$ cat config.mk
export PLATFORM = sky130hd
export DESIGN_NAME = rr_arb2x1_flat
export DESIGN_NICKNAME = d
export VERILOG_FILES = /design/src/rtl/rr_arb2x1_if.sv /design/src/rtl/rr_arb2x1.sv /design/src/flat_wrapper.sv
export SDC_FILE = /design/constraint.sdc
export NUM_CORES = 1
export LEC_CHECK = 0
export BUFFER_PORTS_ARGS = -buffer_cell sky130_fd_sc_hd__buf_2
export CAP_MARGIN = 10
export CORE_MARGIN = 10
export CORE_UTILIZATION = 50
export CTS_BUF_LIST = sky130_fd_sc_hd__clkbuf_8
export DETAILED_ROUTE_END_ITERATION = 10
export GPL_ROUTABILITY_DRIVEN = 0
export GPL_TIMING_DRIVEN = 0
export PLACE_DENSITY = 0.86
export SLEW_MARGIN = 5
export SYNTH_ARGS = -nofsm -noshare
export SYNTH_HDL_FRONTEND = slang
export SYNTH_SLANG_ARGS = --single-unit
$ cat constraint.sdc
create_clock -name clk -period 3.3 [get_ports clk]
set_clock_uncertainty 0.15 [all_clocks]
set_input_delay 0.33 -clock clk [delete_from_list [all_inputs] [get_ports clk]]
set_output_delay 0.33 -clock clk [all_outputs]
set_load 0.02 [all_outputs]
$ cat src/rtl/rr_arb2x1_if.sv
// Handshake bundle for the 2:1 round-robin packet arbiter: two source streams,
// the arbitrated output stream and the downstream mux select.
interface rr_arb2x1_if #(
    parameter int WIDTH = 8
);
    logic             a_valid;
    logic [WIDTH-1:0] a_data;
    logic             a_last;
    logic             a_ready;
    logic             b_valid;
    logic [WIDTH-1:0] b_data;
    logic             b_last;
    logic             b_ready;
    logic             s;
    logic             o_valid;
    logic [WIDTH-1:0] o_data;
    logic             o_last;
    logic             o_src;
    logic             o_ready;

    // Master drives the sources and downstream ready; slave is the arbiter.
    modport master (
        output a_valid, a_data, a_last, b_valid, b_data, b_last, o_ready,
        input  a_ready, b_ready, s, o_valid, o_data, o_last, o_src
    );

    modport slave (
        input  a_valid, a_data, a_last, b_valid, b_data, b_last, o_ready,
        output a_ready, b_ready, s, o_valid, o_data, o_last, o_src
    );
endinterface

$ cat src/rtl/rr_arb2x1.sv
// Two-input round-robin packet arbiter with a registered output stage.
// A winning source holds the grant until its last beat has been transferred.
module rr_arb2x1 #(
    parameter int WIDTH = 8
) (
    input  logic        clk,
    input  logic        rst_n,
    rr_arb2x1_if.slave  bus
);

    localparam logic [1:0] IDLE   = 2'd0;
    localparam logic [1:0] LOCK_A = 2'd1;
    localparam logic [1:0] LOCK_B = 2'd2;

    logic [1:0]       state_q, state_d;
    logic             ptr_q, ptr_d;
    logic             o_valid_q, o_valid_d;
    logic [WIDTH-1:0] o_data_q, o_data_d;
    logic             o_last_q, o_last_d;
    logic             o_src_q, o_src_d;

    logic             grant;
    logic             load;
    logic             a_rdy;
    logic             b_rdy;
    logic             xfer;
    logic [WIDTH-1:0] beat_data;
    logic             beat_last;

    // ptr names the previous winner, so on a tie the other source is granted.
    always_comb begin
        grant = ptr_q;
        case (state_q)
            LOCK_A: grant = 1'b0;
            LOCK_B: grant = 1'b1;
            default: begin
                if (bus.a_valid && bus.b_valid) begin
                    grant = ~ptr_q;
                end else if (bus.a_valid) begin
                    grant = 1'b0;
                end else if (bus.b_valid) begin
                    grant = 1'b1;
                end else begin
                    grant = ptr_q;
                end
            end
        endcase
    end

    assign load      = !o_valid_q || bus.o_ready;
    assign a_rdy     = load && !grant && bus.a_valid;
    assign b_rdy     = load &&  grant && bus.b_valid;
    assign xfer      = a_rdy || b_rdy;
    assign beat_data = grant ? bus.b_data : bus.a_data;
    assign beat_last = grant ? bus.b_last : bus.a_last;

    always_comb begin
        state_d   = state_q;
        ptr_d     = ptr_q;
        o_valid_d = o_valid_q;
        o_data_d  = o_data_q;
        o_last_d  = o_last_q;
        o_src_d   = o_src_q;

        if (xfer) begin
            ptr_d = grant;
            if (beat_last) begin
                state_d = IDLE;
            end else begin
                state_d = grant ? LOCK_B : LOCK_A;
            end
        end

        // A non-granted load cycle empties the output register.
        if (load) begin
            o_valid_d = xfer;
            if (xfer) begin
                o_data_d = beat_data;
                o_last_d = beat_last;
                o_src_d  = grant;
            end
        end
    end

    always_ff @(posedge clk) begin
        if (!rst_n) begin
            state_q   <= IDLE;
            ptr_q     <= 1'b1;
            o_valid_q <= 1'b0;
            o_data_q  <= '0;
            o_last_q  <= 1'b0;
            o_src_q   <= 1'b0;
        end else begin
            state_q   <= state_d;
            ptr_q     <= ptr_d;
            o_valid_q <= o_valid_d;
            o_data_q  <= o_data_d;
            o_last_q  <= o_last_d;
            o_src_q   <= o_src_d;
        end
    end

    assign bus.a_ready = a_rdy;
    assign bus.b_ready = b_rdy;
    assign bus.s       = grant;
    assign bus.o_valid = o_valid_q;
    assign bus.o_data  = o_data_q;
    assign bus.o_last  = o_last_q;
    assign bus.o_src   = o_src_q;

endmodule

$ cat src/flat_wrapper.sv
// flat-port wrapper written by rule: the top's interface ports become plain ports
module rr_arb2x1_flat 
#(
    parameter int WIDTH = 8
)
  (clk, rst_n, bus_a_valid, bus_a_data, bus_a_last, bus_b_valid, bus_b_data, bus_b_last, bus_o_ready, bus_a_ready, bus_b_ready, bus_s, bus_o_valid, bus_o_data, bus_o_last, bus_o_src);
  rr_arb2x1_if #(.WIDTH(WIDTH)) bus_i ();
  input  logic clk;
  input  logic rst_n;
  input wire logic [$bits(bus_i.a_valid)-1:0] bus_a_valid;
  input wire logic [$bits(bus_i.a_data)-1:0] bus_a_data;
  input wire logic [$bits(bus_i.a_last)-1:0] bus_a_last;
  input wire logic [$bits(bus_i.b_valid)-1:0] bus_b_valid;
  input wire logic [$bits(bus_i.b_data)-1:0] bus_b_data;
  input wire logic [$bits(bus_i.b_last)-1:0] bus_b_last;
  input wire logic [$bits(bus_i.o_ready)-1:0] bus_o_ready;
  output wire logic [$bits(bus_i.a_ready)-1:0] bus_a_ready;
  output wire logic [$bits(bus_i.b_ready)-1:0] bus_b_ready;
  output wire logic [$bits(bus_i.s)-1:0] bus_s;
  output wire logic [$bits(bus_i.o_valid)-1:0] bus_o_valid;
  output wire logic [$bits(bus_i.o_data)-1:0] bus_o_data;
  output wire logic [$bits(bus_i.o_last)-1:0] bus_o_last;
  output wire logic [$bits(bus_i.o_src)-1:0] bus_o_src;
  assign bus_i.a_valid = bus_a_valid;
  assign bus_i.a_data = bus_a_data;
  assign bus_i.a_last = bus_a_last;
  assign bus_i.b_valid = bus_b_valid;
  assign bus_i.b_data = bus_b_data;
  assign bus_i.b_last = bus_b_last;
  assign bus_i.o_ready = bus_o_ready;
  assign bus_a_ready = bus_i.a_ready;
  assign bus_b_ready = bus_i.b_ready;
  assign bus_s = bus_i.s;
  assign bus_o_valid = bus_i.o_valid;
  assign bus_o_data = bus_i.o_data;
  assign bus_o_last = bus_i.o_last;
  assign bus_o_src = bus_i.o_src;
  rr_arb2x1 #(.WIDTH(WIDTH)) u_core (.clk(clk), .rst_n(rst_n), .bus(bus_i));
endmodule
==> impl_metrics.json <==
{
  "synth_area_leaders": "dfxtp_1, nand2_1, a31oi_1, o21ai_0, ha_1",
  "final_cell_mix": "buf_2, nand2_1, dfxtp_1",
  "hpwl_um": 1690,
  "htreeDepth": 1,
  "overflow": 0,
  "route.vias.total": 775,
  "path_clk_slew_ns": 0.06,
  "first_pass_iters": 4,
  "pre_cts_slack_ns": 1.39,
  "max_clock_freq_ghz": 0.455,
  "wire_per_inst_um": 15.2,
  "drcViolationCount": 0,
  "r2r_slack_ns": 1.46,
  "fin_ws_ns": 1.10,
  "setup_viol": 0,
  "outcome": "complete, no violations",
  "whs_ns": 0.167,
  "rsz0062_at_grt": "false",
  "startpoint_type": "flip-flop",
  "tightest_slew_ns": 0.432,
  "required_ns": 2.82,
  "holdBufCountCts": 0,
  "cts_made_buffers": 3,
  "hold_viol_final": 0,
  "synth_warnings": 0,
  "synth_fp_nets": 113,
  "die_area_mm2": 0.00342,
  "die_x_um": 58.5,
  "grt_use_total_pct": 14.0,
  "die_height_um": 58.5,
  "ys_ff_latch": 14,
  "syn-instance-count": 88,
  "wl_um": 2170,
  "drive_above_1_share_pct": 39.8,
  "layout_commonest_cell": "buf_2",
  "crit_type": "reg2out",
  "synth_area_um2": 739,
  "cts-root-buf": "clkbuf_8",
  "port_buffers": 36,
  "synthToLayoutAreaGrowth_pct": 34.3,
  "grt_pass1_vias": 868,
  "cp_slowest_stage_delay_ns": 0.36,
  "placedCellCount": 139,
  "rows": 13,
  "start_util_pct": 54.8,
  "hold_path.class": "in2reg",
  "postCtsResizedCells": 0,
  "max_slew_margin_pct": 71.1,
  "nFillCells": 125,
  "crit_chain": "inv_1 -> ha_1 -> nand2b_2 -> a211oi_2 -> buf_2",
  "ir_drop_uv": 384,
  "yosysTopAreaCell": "dfxtp_1",
  "finalNetCount": 154,
  "worst_path_max_delay_cell": "ha_1",
  "cts.sinks": 14,
  "p_total_mw": 0.574,
  "clk_path_buf_depth": 2,
  "cts_tree": "built",
  "synthDistinctLibCells": 27,
  "final_util_pct": 73.6,
  "dr.first_iter.drc_count": 21,
  "min_period_ns": 2.20,
  "seq_area_frac_synth_pct": 37.9,
  "core-area_mm2": 0.00135,
  "final_area_um2": 993,
  "cp_num_buf_inv": 2,
  "grt_max_degree": 11,
  "path_delay_family": "adder cells",
  "maxSlewViolCount": 0,
  "critPathMaxFanout": 4,
  "drt-vias-per-instance": 5.42,
  "power_leakage_nw": 0.486,
  "cp-end-kind": "output port",
  "power_density_mw_per_mm2": 577,
  "antenna_found_initial": 0,
  "arrival_ns": 1.72,
  "cts_setup_buffers": 0,
  "io_pins": 37,
  "finalCritPeriodShare_pct": 66.6,
  "insertedDiodeCount": 0,
  "tns_ns": 0,
  "final_cell_count_no_fill": 143,
  "insertion_delay_ns": 0.25,
  "synth_top_area_share_pct": 37.9,
  "placed_area_um2": 938,
  "cap_viol_max_count": 0,
  "drtAntennaViolNets": 0,
  "avgSynthCellArea_um2": 8.40,
  "grt_pass1_wl_um": 3790
}
area by class of cell:
cell class              instances  area, µm²  area share [%]
repair buffers                 36        180            18.1
flip-flops and latches         14        280            28.2
inverters                       5       18.8            1.89
well taps                      15       18.8            1.89
multi-input cells              65        409            41.2
plain buffers                   4       31.3            3.15
clock buffers                   4       55.1            5.54
metal layers:
| metal | global-route usage [%] | share of wire (%) | routed length (µm) | vias to the layer above |
|---|---|---|---|---|
| li1 | - | - | - | 386 |
| met1 | 13.9 | 37 | 793 | 352 |
| met2 | 24.7 | 53 | 1140 | 33 |
| met3 | 6.44 | 9.6 | 208 | 4 |
| met4 | 5.37 | 1.2 | 27 | 0 |
| met5 | 0 | 0 | 0 | - |
registers in the layout (all words and copies together) (netlist names):
signal and flops:
u_core.bus.o_valid 1, u_core.bus.o_src 1, u_core.state_q 2, u_core.ptr_q 1, u_core.bus.o_last 1, u_core.bus.o_data 8
worst paths after layout:
check,start,to,cells after the start
max,u_core.state_q[0],bus_b_ready,5
min,bus_b_last,u_core.state_q[1],2
max reg2reg,u_core.state_q[0],u_core.state_q[1],6
min reg2reg,u_core.bus.o_src,u_core.bus.o_src,2
where the power goes:
part	switching, mW	internal, mW	total [mW]
Combinational	0.121	0.0787	0.200
Clock	0.0626	0.106	0.168
Sequential	0.0122	0.193	0.205
Total	0.196	0.377	0.574
cell families (layout without fill, tap and decap cells):
family          after synthesis  after routing  synth area share, %
simple gates                 33             33                 19.6
fa+ha+maj                     2              2                 3.38
buf+inv                       9             49                 6.77
compound gates               30             30                 32.3
flops                        14             14                 37.9
Yosys cell counts:
master and n:
ha_1 2, nand2b_2 1, o2bb2ai_1 1, o311a_1 1, nor3_1 1, inv_1 5, nand3_1 2, o32ai_2 1
buf_2 1, a31oi_1 9, dfxtp_1 14, a21oi_1 2, o21ai_0 9, o21ai_4 1, nand2_1 22, nor2_1 2
a41o_1 1, nor2_2 1, a31oi_4 1, nor2b_1 1, nand2b_1 3, clkbuf_1 1, a211oi_2 1, buf_6 2
o21a_1 1, o21ai_2 1, a21bo_4 1
Note: power is estimated with default switching activity, not from simulation.
